**config.mk**
```make
export PLATFORM = sky130hd
export DESIGN_NAME = pipelined_adder
export DESIGN_NICKNAME = d
export VERILOG_FILES = /design/src/rtl/pipelined_adder.sv
export SDC_FILE = /design/constraint.sdc
export NUM_CORES = 1
export LEC_CHECK = 0
export CAP_MARGIN = 0
export CELL_PAD_IN_SITES_DETAIL_PLACEMENT = 1
export CELL_PAD_IN_SITES_GLOBAL_PLACEMENT = 1
export CORE_ASPECT_RATIO = 1.2
export CORE_MARGIN = 2
export CORE_UTILIZATION = 30
export DETAILED_ROUTE_END_ITERATION = 16
export GPL_ROUTABILITY_DRIVEN = 0
export PLACE_DENSITY = 0.55
export SYNTH_ARGS = -nofsm -noshare
export SYNTH_HDL_FRONTEND = slang
export SYNTH_SLANG_ARGS = --single-unit
```
**constraint.sdc**
```tcl
create_clock -name clk -period 2.5 [get_ports clk]
set_input_delay 0.375 -clock clk [delete_from_list [all_inputs] [get_ports clk]]
set_output_delay 0.375 -clock clk [all_outputs]
set_load 0.005 [all_outputs]
```
**src/rtl/pipelined_adder.sv**
```systemverilog
// Ripple-carry adder/subtractor split into STAGES equal slices, one slice per
// register stage, with a valid/ready handshake on both ends and collapsing bubbles.
module pipelined_adder #(
    parameter int WIDTH  = 32,
    parameter int STAGES = 4
) (
    input  logic             clk,
    input  logic             rst_n,
    input  logic             in_valid,
    output logic             in_ready,
    input  logic [WIDTH-1:0] a,
    input  logic [WIDTH-1:0] b,
    input  logic             cin,
    input  logic             sub,
    output logic             out_valid,
    input  logic             out_ready,
    output logic [WIDTH-1:0] sum,
    output logic             cout,
    output logic             ovf
);

    localparam int SAFE_STAGES = (STAGES > 0) ? STAGES : 1;
    localparam int SW          = WIDTH / SAFE_STAGES;
    localparam int LAST        = SAFE_STAGES - 1;

    if ((WIDTH < 1) || (WIDTH > 64) || (STAGES < 1) || (STAGES > WIDTH) ||
        ((WIDTH % SAFE_STAGES) != 0)) begin : g_param_check
        $error("pipelined_adder: illegal WIDTH=%0d / STAGES=%0d", WIDTH, STAGES);
    end

    logic [SAFE_STAGES-1:0] vld_q;
    logic [SAFE_STAGES-1:0] c_q;
    logic [SAFE_STAGES-1:0] load;
    logic [WIDTH-1:0]       a_q [SAFE_STAGES];
    logic [WIDTH-1:0]       b_q [SAFE_STAGES];
    logic [WIDTH-1:0]       s_q [SAFE_STAGES];

    for (genvar k = 0; k < SAFE_STAGES; k++) begin : g_stage
        logic [WIDTH-1:0] src_a;
        logic [WIDTH-1:0] src_b;
        logic [WIDTH-1:0] src_s;
        logic [WIDTH-1:0] merged;
        logic             src_c;
        logic             src_v;
        logic [SW:0]      part;

        if (k == 0) begin : g_head
            // Subtraction folds into the adder: invert b and the carry-in once, up front.
            assign src_a = a;
            assign src_b = b ^ {WIDTH{sub}};
            assign src_s = '0;
            assign src_c = cin ^ sub;
            assign src_v = in_valid;
        end else begin : g_body
            assign src_a = a_q[k-1];
            assign src_b = b_q[k-1];
            assign src_s = s_q[k-1];
            assign src_c = c_q[k-1];
            assign src_v = vld_q[k-1];
        end

        assign part = {1'b0, src_a[k*SW +: SW]} + {1'b0, src_b[k*SW +: SW]} +
                      {{SW{1'b0}}, src_c};

        // NOTE: every variable assigned in always_comb gets a default first, so no latch is inferred.
        always_comb begin
            merged                = src_s;
            merged[k*SW +: SW]    = part[SW-1:0];
        end

        // Unrolled form of "empty, or the next stage loads": any hole at or
        // downstream of k lets k advance, and so does a draining output.
        assign load[k] = out_ready | ~(&vld_q[LAST:k]);

        // NOTE: sequential state uses non-blocking assignments so all stages update from pre-edge values.
        // NOTE: data registers are reset too, so sum/cout/ovf are never X after reset.
        always_ff @(posedge clk or negedge rst_n) begin
            if (!rst_n) begin
                vld_q[k] <= 1'b0;
                c_q[k]   <= 1'b0;
                a_q[k]   <= '0;
                b_q[k]   <= '0;
                s_q[k]   <= '0;
            end else if (load[k]) begin
                vld_q[k] <= src_v;
                if (src_v) begin
                    c_q[k] <= part[SW];
                    a_q[k] <= src_a;
                    b_q[k] <= src_b;
                    s_q[k] <= merged;
                end
            end
        end
    end

    assign in_ready  = load[0];
    assign out_valid = vld_q[LAST];
    assign sum       = s_q[LAST];
    assign cout      = c_q[LAST];
    // Carry into the MSB is recovered as a^b^sum at that bit; XOR with carry-out gives overflow.
    assign ovf       = a_q[LAST][WIDTH-1] ^ b_q[LAST][WIDTH-1] ^ s_q[LAST][WIDTH-1] ^ c_q[LAST];

endmodule

```
* After elaboration in Yosys (flattened, before gate mapping)
Index checks and enable logic that the tools add are counted.
Cells by class: add/subtract/negate cells 8, bitwise gates (word level) 13, reductions and logical operators 7
Operator list (count):
- adder 8 x 8 -> 9 bit | 4
- adder 9 x 1 -> 9 bit | 4
- bitwise XOR 32 bit | 1
- AND reduction 2 bit | 5
- inverter 1 bit | 4
- bitwise OR 1 bit | 4
- AND reduction 4 bit | 1
- bitwise XOR 1 bit | 4
- AND reduction 3 bit | 1
Storage, ports and cells: register bits 344, bits of input ports 70, output and inout bits 36, logic and storage cells 48

* Logic depth before layout (Yosys ltp)
word-level depth 4, gate-level depth with buffers 11, gate-level depth less buffers 9

* Worst setup path before layout
OpenSTA, ideal clock, no wires.
kind input port to flip-flop, start input port sub, end register c_q[0] (netlist: g_stage[1].src_c), library setup time 0.130 ns, arrival time 2.433 ns, setup slack -0.062 ns, cell stages on the path 11, cell sequence buf_2 -> buf_2 -> xor2_1 -> fa_1 -> inv_1 -> fa_1 -> nor2b_4 -> o31ai_2 -> a21oi_1 -> a2111oi_2 -> nor3_1
Between the ends: word-level cells in the longest chain between the ends 3, elaborated cells on any way between the ends 4, classes of those cells 2 x add/sub; 2 x bitwise
Ends and longest elaborated chain:
- from (decl) | RTL line 14 | input logic sub,
- bitwise XOR 32 bit | RTL line 50 | assign src_b = b ^ {WIDTH{sub}};
- adder 8 x 8 -> 9 bit | RTL line 62 | assign part = {1'b0, src_a[k*SW +: SW]} + {1'b0, src_b[k*SW +: SW]} +
- adder 9 x 1 -> 9 bit * | RTL line 62
- to (signal, indexed assignment) | RTL line 87 | c_q[k] <= part[SW];
- to (decl) | RTL line 32 | logic [SAFE_STAGES-1:0] c_q;
Mark *: on every way between the ends. The rest lies on a longest branch, timed or not. A chain may end at the register's enable or synchronous reset.

* Worst setup path after layout
start register a_q, in the netlist g_stage[1].src_a[8], end register s_q, in the netlist g_stage[2].src_s[14]
Between the ends: word-level cells in the longest chain between the ends 2
Ends and longest elaborated chain:
- from (decl) | RTL line 34 | logic [WIDTH-1:0] a_q [SAFE_STAGES];
- from (signal, indexed assignment) | RTL line 88 | a_q[k] <= src_a;
- adder 8 x 8 -> 9 bit | RTL line 62
- adder 9 x 1 -> 9 bit | RTL line 62
- to (signal, indexed assignment) | RTL line 90 | s_q[k] <= merged;
- to (decl) | RTL line 36 | logic [WIDTH-1:0] s_q [SAFE_STAGES];
No other way between the ends.

==> summary.log <==
[outcome] result of the run finished clean
[floorplanning] area inside the core boundary 27,830 um^2
[hold_path] Hold/Removal Path Class reg2reg
[sta] final hold vios 0
[clock_tree] clock insertion delay at the later pin of the skew report 0.45 ns
[sta] worst slew margin relative to its limit 0.6357
[power] ratio of total power to cell area 1043 nW/um^2
[critical_path] number of buffers and inverters on the critical path 0
[route] ratio of routed vias to standard cells 4.532
[critical_path] CP Launch Type flip-flop
[critical_path] reg-to-reg critical path startpoint g_stage[1].src_a[8]
[sta] slew at the pin closest to its max-slew limit 0.5465 ns
[floorplanning] die height 187.9 um
[placed_design] total of buffers placed on input and output ports 105
[logic_synthesis] #FFs+latches synth 186
[logic_synthesis] number of nets produced by synthesis 760
[route] starting DRC count in detailed routing 130
[critical_path] max incr delay on CP 0.50 ns
[sta] final critical path time including I/O delays and setup 2.382 ns
[sta] Fmax achieved 0.4199 GHz
[route] number of vias after detailed routing 5,293
[logic_synthesis] sequential area share after synthesis 0.5508
[route] detailed-route wire length per cell 15.83 um
[logic_synthesis] synthesis warning total 0
[sta] crit path setup slack, layout 0.1183 ns
[hold_path] Hold Path Stages 2
[route] detailed-route wire length 18.50 mm
[clock_tree] cell at the root of the clock tree clkbuf_16
[route] antenna viol nets, final 0
[floorplanning] Core Rows 67
[logic_synthesis] Synth Instances 654
[critical_path] most numerous cell on the critical path fa_1
[global_route] remaining global-route overflow 0
[critical_path] critical path arrival 2.71 ns
[global_route] via count of the first global-routing pass 6,084
[power] Max rail drop VDD 0.0003821 V
[route] iteration count of the initial detailed-routing pass 5
[finish] final antenna diode count 0
[placed_design] total placed cells including tap cells 1,135
[finish] Layout area overhead 26.77%
[sta] ratio of final minimum period to clock period 0.9527
[hold_path] capture endpoint of the worst hold path g_stage[1].src_b[27]
[critical_path] maximum net fanout on the critical path 3
[route] remaining routing DRC violations 0
[clock_tree] clock slew at reported path FFs 0.07 ns
[critical_path] number of cells on the worst reg-to-reg path 7
[hold_path] worst min-delay path startpoint g_stage[1].src_b[27]
[critical_path] slack of the worst reg-to-reg path 0.12 ns
[global_route] largest net degree at the start of global routing 67
[power] Switching Share 0.3044
[power] Internal 0.007771 W
[power] switching component of the power 0.003401 W
[critical_path] Data required, critical path 2.82 ns
[global_route] global-route total usage across every layer 0.1348
[logic_synthesis] post-synthesis instance area 8451 um^2
[placed_design] final HPWL from detailed placement 13.79 mm
[flow_run] max capacitance violation total 0
[floorplanning] Initial Utilization 0.3036
[sta] Setup-failing EPs final 0
[clock_tree] worst-case clock buffer depth 2
[power] Leak Pwr 4.557 nW
[clock_tree] sinks on the clock net 186
[finish] ratio of cells with drive above 1 in the final layout 0.2510
[power] fraction of power consumed by the clock network 0.249
[clock_tree] number of buffers added for setup after CTS 0
[critical_path] path type of the worst setup path reg2reg
[sta] unrepaired setup endpoints after global routing false
[clock_tree] CTS buffer count 17
[global_route] number of antenna violations at the first check in global routing 0
[critical_path] ordered list of cells on the worst path fa_1, fa_1, a21o_1, a31oi_2, nand2b_1, a211oi_1, o31ai_1
[finish] Net count, final 882
[critical_path] cell family with the largest share of critical-path delay adder cells
[finish] Layout Cells excl Fill 1,168
[floorplanning] Die Area 29,530 um^2
[logic_synthesis] count of different cell masters after synthesis 39
[floorplanning] number of ports placed on the die boundary 106
[placed_design] Setup WS pre-CTS -0.1765 ns
[global_route] first-pass GRT wire length 30.91 mm
[logic_synthesis] Post-Synthesis Mean Instance Area 12.92 um^2
[critical_path] Crit Reg-Reg Endpoint g_stage[2].src_s[14]
[floorplanning] die width 157.2 um
[critical_path] library cell contributing the largest single delay on the critical path fa_1
[sta] Final Skew 0.02012 ns
[critical_path] Critical Path Sink Type flip-flop
[power] proportion of power drawn by flip-flops and latches 0.418
[power] power share of the combinational group 0.333
[clock_tree] number of levels in the clock H-tree 4
[sta] total count of max-transition violations in the final report 0
[clock_tree] CTS tree yes
sequential cells by signal, indices dropped and copies added, names as in the netlist:
signal	cells
a_q	1
b_q	1
cout	1
g_stage.src_a	48
g_stage.src_b	48
g_stage.src_c	3
g_stage.src_s	48
g_stage.src_v	3
out_valid	1
sum	32
cells by family after synthesis:
logic type	synth area share
AND/OR/NAND/NOR	0.05404
buffers and inverters	0.02798
XOR/XNOR	0.05389
multiplexers	0.1692
AO/OA/AOI/OAI	0.08366
adder cells (fa/ha/maj)	0.06041
flip-flops	0.5508
per-layer routing:
metal,track usage,wire [um],vias to the layer above
met5,0,0,-
met4,0.04860,300,0
met3,0.03143,635,22
met2,0.2309,9382,97
met1,0.1647,8176,2643
li1,-,-,2531
worst register-to-register path: cells and delay by family (launching register included):
kind / cells / cell delay (ns)
compound gates: 4 / 0.81
flops: 1 / 0.41
fa+ha+maj: 2 / 0.93
simple gates: 1 / 0.09
placed cells by master (no fill, tap or decap), drive strengths merged, types with 4 or more instances in the layout:
cell,count
a211oi,8
a21o,5
a21oi,19
buf,25
clkbuf,23
clkdlybuf4s50,103
dfrtp,186
fa,8
ha,28
inv,16
mux2,127
nand2,59
nand2b,9
nor2,14
nor2b,4
nor3,5
o21ai,63
o31ai,7
xnor2,28
xor2,24
cells in the mapped netlist, drive strengths merged:
library cell	count	share of area
a21oi	19	0.011
o211ai	3	0.0027
a21o	5	0.0044
o22ai	1	0.00074
xor2	24	0.025
inv	12	0.0053
nand3	1	0.00059
ha	28	0.041
o31ai	7	0.0080
o21a	3	0.0027
a211o	1	0.0010
xnor2	28	0.029
or2	1	0.00074
dfrtp	186	0.55
and2	3	0.0022
a2111oi	1	0.0018
nor2b	4	0.0047
mux2	127	0.17
nand4	1	0.0025
fa	8	0.019
a31oi	2	0.0015
o21bai	1	0.00089
clkbuf	3	0.0013
nor3	5	0.0030
o41ai	1	0.0019
a211oi	8	0.0071
nand2b	9	0.0067
nor2	14	0.0062
nand2	59	0.027
o21ai	63	0.037
a41o	2	0.0024
buf	24	0.021
worst max-delay path by stage:
| stage | from | endpoint | cells after the start |
|---|---|---|---|
| final | g_stage[1].src_a[8] | g_stage[2].src_s[14] | 7 |
| after global routing | g_stage[1].src_a[8] | g_stage[2].src_s[14] | 7 |
| after CTS | g_stage[1].src_a[8] | g_stage[2].src_s[14] | 7 |
| after detailed placement | b[0] | g_stage[1].src_c | 10 |
| after global placement | b[0] | g_stage[1].src_c | 10 |
| after floorplan | sub | g_stage[1].src_c | 11 |
timing repair:
item	4_1_cts	5_1_grt
resized for setup	0	1
hold buffers	1	0
endpoints found under the setup margin	0	1
hold endpoints to repair	56	0
cell type report:
type                            count  area (um^2)
Fill cell                        2988        17120
Sequential cell                   186         4654
Multi-Input combinational cell    429         3593
Timing Repair Buffer              130         1340
Clock buffer                       22        474.2
Tap cell                          379        474.2
Clock inverter                     10        131.4
Inverter                           12        45.04
per-stage QoR:
stage	instance area (um^2)	setup TNS (ns)	utilization	hold slack (ns)	power, W
finish	10710	0	0.3849	0.4781	0.01117
floorplan	8471	0	-	0.07941	0.006916
global placement	10090	-0.2017	0.3626	0.3998	0.008367
detailed placement	10090	-0.3625	0.3626	0.4045	0.008553
CTS	10710	0	0.3847	0.4858	0.01140
global route	10710	0	0.3849	0.5046	0.01201
power groups by stage:
stage               logic [W]  clock network (W)  registers, W
global route          0.00418            0.00300       0.00483
global placement      0.00365                  0       0.00471
CTS                   0.00381            0.00288       0.00471
floorplan             0.00236                  0       0.00455
finish                0.00372            0.00278       0.00467
detailed placement    0.00378                  0       0.00477
No activity file was read; power rests on OpenSTA's default activity.
